$ cat config.mk
export PLATFORM = sky130hd
export DESIGN_NAME = if_fetch_req_ctrl
export DESIGN_NICKNAME = d
export VERILOG_FILES = /design/src/rtl/if_fetch_req_ctrl_pkg.sv /design/src/rtl/fetch_rdata_fifo.sv /design/src/rtl/if_fetch_req_ctrl.sv
export SDC_FILE = /design/constraint.sdc
export NUM_CORES = 1
export LEC_CHECK = 0
export BUFFER_PORTS_ARGS = -buffer_cell sky130_fd_sc_hd__clkbuf_2
export CORE_MARGIN = 4
export CORE_UTILIZATION = 55
export DETAILED_ROUTE_END_ITERATION = 10
export GPL_ROUTABILITY_DRIVEN = 0
export GPL_TIMING_DRIVEN = 1
export PLACE_DENSITY = 0.91
export SLEW_MARGIN = 20
export SYNTH_ARGS = -nofsm -noshare
export SYNTH_HDL_FRONTEND = slang
export SYNTH_SLANG_ARGS = --single-unit
$ cat constraint.sdc
create_clock -name clk -period 10.8 [get_ports clk]
set_input_delay 0.54 -clock clk [delete_from_list [all_inputs] [get_ports clk]]
set_output_delay 0.54 -clock clk [all_outputs]
set_load 0.02 [all_outputs]
$ cat src/rtl/if_fetch_req_ctrl_pkg.sv
// Shared types and constants for the instruction-fetch request controller.
// Cancel states double as the number of responses still to be discarded.
package if_fetch_req_ctrl_pkg;

   localparam int ADDR_W_DEF  = 32;
   localparam int DATA_W_DEF  = 64;
   localparam int MAX_OUT_DEF = 2;

   typedef enum logic [1:0] {
      CLEAN   = 2'b00,
      CANCEL1 = 2'b01,
      CANCEL2 = 2'b10
   } cancel_state_e;

   localparam logic [1:0] CE_IDLE  = 2'b00;
   localparam logic [1:0] CE_WRITE = 2'b10;
   localparam logic [1:0] CE_USED  = 2'b01;

   // Pending-discard count to cancel state; at most two requests can be in flight.
   function automatic cancel_state_e pend_to_state(input int unsigned pend);
      case (pend)
         0:       return CLEAN;
         1:       return CANCEL1;
         default: return CANCEL2;
      endcase
   endfunction

endpackage

$ cat src/rtl/fetch_rdata_fifo.sv
// Small synchronous FIFO holding returned instruction pairs until IF takes them.
// A synchronous clear drops every entry on a flush.
module fetch_rdata_fifo #(
   parameter int DEPTH = 2,
   parameter int W     = 64,
   localparam int CNT_W = $clog2(DEPTH + 1),
   localparam int PTR_W = (DEPTH > 1) ? $clog2(DEPTH) : 1
) (
   input  logic             clk,
   input  logic             rst_n,
   input  logic             clear,
   input  logic             push,
   input  logic             pop,
   input  logic [W-1:0]     din,
   output logic [W-1:0]     head,
   output logic [CNT_W-1:0] count,
   output logic             empty
);

   logic [W-1:0]     mem [DEPTH];
   logic [PTR_W-1:0] wr_ptr;
   logic [PTR_W-1:0] rd_ptr;

   function automatic logic [PTR_W-1:0] ptr_inc(input logic [PTR_W-1:0] p);
      return (p == PTR_W'(DEPTH - 1)) ? '0 : p + PTR_W'(1);
   endfunction

   always_ff @(posedge clk) begin
      if (!rst_n || clear) begin
         wr_ptr <= '0;
         rd_ptr <= '0;
         count  <= '0;
      end else begin
         if (push) wr_ptr <= ptr_inc(wr_ptr);
         if (pop)  rd_ptr <= ptr_inc(rd_ptr);
         case ({push, pop})
            2'b10:   count <= count + CNT_W'(1);
            2'b01:   count <= count - CNT_W'(1);
            default: count <= count;
         endcase
      end
   end

   // Storage needs no reset; occupancy is tracked by the pointers.
   always_ff @(posedge clk) begin
      if (push && rst_n && !clear) mem[wr_ptr] <= din;
   end

   assign head  = mem[rd_ptr];
   assign empty = (count == '0);

endmodule

$ cat src/rtl/if_fetch_req_ctrl.sv
// Fetch-side initiator of the SRAM-like instruction bus: issues requests, counts
// outstanding ones, drops responses killed by a flush and buffers the rest for IF.
module if_fetch_req_ctrl
   import if_fetch_req_ctrl_pkg::*;
#(
   parameter int ADDR_W  = ADDR_W_DEF,
   parameter int DATA_W  = DATA_W_DEF,
   parameter int MAX_OUT = MAX_OUT_DEF,
   localparam int CNT_W  = $clog2(MAX_OUT + 1)
) (
   input  logic              clk,
   input  logic              rst_n,
   input  logic              req_valid_i,
   input  logic [ADDR_W-1:0] req_pc_i,
   output logic              req_accept_o,
   input  logic              flush_i,
   output logic              inst_req_o,
   output logic [ADDR_W-1:0] inst_addr_o,
   input  logic              inst_addr_ok_i,
   input  logic              inst_data_ok_i,
   input  logic [DATA_W-1:0] inst_rdata_i,
   output logic              rdata_valid_o,
   output logic [DATA_W-1:0] rdata_o,
   input  logic              rdata_ready_i,
   output logic [1:0]        inst_rdata_ce_we_o,
   output logic              cancel_busy_o,
   output cancel_state_e     dbg_state_o,
   output logic [CNT_W-1:0]  dbg_out_cnt_o,
   output logic [CNT_W-1:0]  dbg_fifo_cnt_o
);

   // Handshakes: the bus takes an address when inst_req_o & inst_addr_ok_i, and
   // returns one data beat per accepted address on inst_data_ok_i in order; IF
   // takes rdata_o when rdata_valid_o & rdata_ready_i.

   cancel_state_e     state, state_nxt;
   logic [CNT_W-1:0]  out_cnt, out_cnt_nxt;
   logic [CNT_W-1:0]  fifo_cnt;
   logic [CNT_W-1:0]  flush_pend;
   logic [CNT_W:0]    in_use;
   logic [1:0]        ce_we_nxt;
   logic              addr_hs;
   logic              data_ok;
   logic              discard;
   logic              live;
   logic              fifo_empty;
   logic              fifo_push;
   logic              fifo_pop;
   logic [DATA_W-1:0] fifo_head;

   // Outstanding requests plus buffered pairs bound the FIFO, so it cannot overflow.
   assign in_use      = {1'b0, out_cnt} + {1'b0, fifo_cnt};
   assign inst_req_o  = rst_n & req_valid_i & ~flush_i & (in_use < (CNT_W + 1)'(MAX_OUT));
   assign inst_addr_o = req_pc_i;
   assign addr_hs     = inst_req_o & inst_addr_ok_i;
   assign req_accept_o = addr_hs;

   // A data beat with nothing outstanding is a bus protocol error and is ignored.
   assign data_ok = inst_data_ok_i & (out_cnt != '0);
   assign discard = data_ok & ((state != CLEAN) | flush_i);
   assign live    = data_ok & ~discard;

   // Requests still in flight after this edge all belong to the flushed stream.
   assign flush_pend = out_cnt - CNT_W'(data_ok);

   always_comb begin
      out_cnt_nxt = out_cnt;
      if (addr_hs && !data_ok) out_cnt_nxt = out_cnt + CNT_W'(1);
      else if (!addr_hs && data_ok) out_cnt_nxt = out_cnt - CNT_W'(1);
   end

   always_comb begin
      state_nxt = state;
      ce_we_nxt = CE_IDLE;
      if (flush_i) begin
         state_nxt = pend_to_state(32'(flush_pend));
      end else if (data_ok) begin
         case (state)
            CANCEL1: state_nxt = CLEAN;
            CANCEL2: state_nxt = CANCEL1;
            default: state_nxt = state;
         endcase
      end
      if (flush_i && (flush_pend != '0)) ce_we_nxt = CE_WRITE;
      else if (discard && (state != CLEAN)) ce_we_nxt = CE_USED;
   end

   always_ff @(posedge clk) begin
      if (!rst_n) begin
         state              <= CLEAN;
         out_cnt            <= '0;
         inst_rdata_ce_we_o <= CE_IDLE;
      end else begin
         state              <= state_nxt;
         out_cnt            <= out_cnt_nxt;
         inst_rdata_ce_we_o <= ce_we_nxt;
      end
   end

   // Empty FIFO forwards the bus beat directly; only an unaccepted beat is stored.
   assign fifo_push = fifo_empty ? (live & ~rdata_ready_i) : live;
   assign fifo_pop  = ~fifo_empty & rdata_ready_i & ~flush_i;

   fetch_rdata_fifo #(
      .DEPTH (MAX_OUT),
      .W     (DATA_W)
   ) u_rdata_fifo (
      .clk   (clk),
      .rst_n (rst_n),
      .clear (flush_i),
      .push  (fifo_push),
      .pop   (fifo_pop),
      .din   (inst_rdata_i),
      .head  (fifo_head),
      .count (fifo_cnt),
      .empty (fifo_empty)
   );

   assign rdata_valid_o = rst_n & ~flush_i & (fifo_empty ? live : 1'b1);
   assign rdata_o       = rdata_valid_o ? (fifo_empty ? inst_rdata_i : fifo_head) : '0;

   assign cancel_busy_o  = (state != CLEAN);
   assign dbg_state_o    = state;
   assign dbg_out_cnt_o  = out_cnt;
   assign dbg_fifo_cnt_o = fifo_cnt;

endmodule

==> results.md <==
- Status: completed
- Sequential fraction of the synthesis area: 63.49%
- # fillers: 841
- Hold Path End: u_rdata_fifo.mem[0][33]
- DP Wirelength: 8121 µm
- Clk sink count: 139
- Top-Level Pins: 211
- Pre-CTS setup slack: 7.578 ns
- Max cap viols: 0
- Placed cell count: 744
- Starting Density: 56.06%
- Clock skew: 0.01009 ns
- Area Overhead vs Synth: 17.92%
- Nets: 726
- Final period util: 31.26%
- Number of antenna diodes: 0
- Placed inst area: 6973 µm²
- Per-cell routed wire length: 16.80 µm
- Area leader, netlist: edfxtp_1
- Synth top area cells: edfxtp_1 60%, mux2i_1 10%, nor2_1 7.9%, a31oi_1 6.3%, buf_4 4.5%
- CP required: 10.26 ns
- Commonest non-fill, non-tap cell in the layout: clkbuf_2
- Worst r2r path cells: 8
- Die height: 115.9 µm
- Die width: 115.9 µm
- GRT Total Usage: 18.94%
- Mux cell area share after synthesis: 10.32%
- Max Transition Viols Final: 0
- Crit Path Category: reg -> out
- Pin count of the biggest net entering global routing: 73
- Worst reg2reg path endpoint: dbg_out_cnt_o[1]
- Clock Tree Root: clkbuf_16
- H-tree levels: 4
- Worst slew pin tran: 1.123 ns
- Max Clk Rate: 0.2962 GHz
- Logic gate share of total power: 11.4%
- Hold_sp: inst_rdata_i[33]
- Worst hold path class: in -> reg
- Unrepaired setup endpoints after global routing: no
- Vias/cell: 5.553
- Hold depth: 1
- First-pass GRT wire length: 19,840 µm
- Die area: 13,430 µm²
- Final instance area: 7548 µm²
- Pwr Density: 174.1 nW/µm²
- Simple-Gate Fraction of Synth Area: 10.52%
- Post-synthesis register bit count: 139
- Psw: 0.3223 mW
- Final TNS setup: 0 ns
- Syn avg cell area: 12.43 µm²
- CP endpoint kind: output pin
- Initial DRC Count: 290
- DRC viols: 0
- Mapped Nets: 621
- CTS clk-pin slew, worst paths: 0.06 ns
- DRT Pass-1 Iters: 5
- Yosys top cell area share: 60.05%
- EDFF count, synth: 128
- Setup violators final: 0
- Antenna Nets Post-Route: 0
- Via count: 4,309
- Non-Filler Instances: 776
- Hold Buf Count CTS: 0
- Largest family of logic cells by synthesized area: simple AND/OR/NAND/NOR gates
- Post-synth top flop: edfxtp_1
- Sw frac: 24.53%
- Drt total wl: 13,040 µm
- Layout cell share with drive strength beyond 1: 30.96%
- CTS tree: done
- Setup slack after layout: 7.424 ns
- Worst path arrival time: 2.84 ns
- Core box area: 11,420 µm²
- Vias in the first global route: 4,239
- Final core utilization: 66.11%
- Leak: 2.660 nW
- CTS buffer count: 17
- Synth cell types: 36
- Initial antenna violation count: 0
- Most frequent cells in the layout: 146 x clkbuf_2, 133 x nor2_1, 128 x edfxtp_1
- Total grt overflow: 0
- Multi-input logic area: 1932 µm²
- Syn Inst Count: 515
- Slew HR: 25.16%
- Flop2flop setup slack: 8.17 ns
- Reg area: 4068 µm²
- Max IR drop VDD: 115.4 µV
- Tmin final: 3.376 ns
- Crit path max fanout: 33
- Crit start category: flop
- Xor and xnor area share after synthesis: 0.8210%
- Clock share of power: 42.3%
- Ys async rst share: 0%
- Synth Area in Compound Gates: 7.565%
- Skew-Pair Late Insertion Delay: 0.41 ns
- Int Power: 0.9916 mW
- Post-CTS Setup Repair Bufs: 0
- Post-Syn Area: 6401 µm²
- Deepest clock path buffer count: 2
- Final Hold Viols: 0
- Core Rows: 39
- Reg power frac: 46.3%
- Post_cts resized: 0
- R2R Path Start: u_rdata_fifo.count[0]
- IO Port Bufs: 146
- Yosys warns: 0
- Synth Area in Adders: 0.7037%
## cell type report
class	count	share of cell area (%)
timing repair buffer	153	10.38
multi-input combinational	306	25.59
sequential	139	53.89
tap	143	2.370
inverter	3	0.1492
clock inverter	15	1.989
clock buffer	17	5.636
## worst max-delay path, stage by stage (launching register included)
cell	delay (ns)
dfxtp_1	0.34
or3_1	0.47
nor2_4	0.66
buf_4	0.48
a31oi_1	0.15
nor2_1	0.13
clkbuf_2	0.19
## routing by layer
metal	part of all wire, %	global-route usage, %
met1	42	23.71
met3	7.1	5.535
met2	49	31.45
met4	1.4	6.883
met5	0	0
## sequential cells by signal, summed over array words and instances (netlist names), named ones only
signal / count
dbg_state_o: 2
dbg_out_cnt_o: 2
u_rdata_fifo.wr_ptr: 1
u_rdata_fifo.rd_ptr: 1
u_rdata_fifo.count: 2
inst_rdata_ce_we_o: 2
u_rdata_fifo.mem: 128
## worst max-delay path by stage
| stage | from | to | slack (ns) | cells after the start |
|---|---|---|---|---|
| floorplan | flush_i | u_rdata_fifo.mem[0][0] | 4.28 | 3 |
| global placement | flush_i | rdata_o[60] | 7.62 | 7 |
| detailed placement | flush_i | rdata_o[7] | 7.58 | 7 |
| CTS | dbg_state_o[1] | rdata_o[60] | 7.42 | 6 |
| global route | dbg_state_o[1] | rdata_o[7] | 7.25 | 6 |
| finish | dbg_state_o[1] | rdata_o[54] | 7.42 | 6 |
## cell usage after synthesis, types with 2 or more instances
master,instances
o21ai_0,4
mux2i_1,66
xor2_1,2
or3_1,2
buf_4,38
edfxtp_1,128
nand2_1,3
a21boi_0,2
dfxtp_1,11
a31oi_1,64
and2_1,4
xnor2_1,4
nor2_1,134
inv_1,3
ha_1,2
clkbuf_1,16
buf_2,13
## logic make-up after synthesis
family / count (synthesis)
DFF: 139
muxes: 66
AOI/OAI and AO/OA: 75
buffers and inverters: 70
xor gates and xnor gates: 6
and+or+nand+nor: 156
adders and majority gates: 3
## through the flow
step,power (mW),hold WS (ns)
finish,1.314,0.3387
global route,1.364,0.3217
CTS,1.325,0.3243
detailed placement,0.7687,0.5003
global placement,0.7626,0.4803
floorplan,0.7375,0.4725
## power by group through the flow
| stage | Combinational (mW) | Sequential (mW) | Clock (mW) |
|---|---|---|---|
| 4_1_cts | 0.150 | 0.609 | 0.567 |
| 6_report | 0.150 | 0.609 | 0.556 |
| 3_5_place_dp | 0.149 | 0.620 | 0 |
| 5_1_grt | 0.165 | 0.610 | 0.590 |
| 3_3_place_gp | 0.143 | 0.619 | 0 |
| 2_1_floorplan | 0.112 | 0.626 | 0 |
Power figures use the tool's default switching activity.
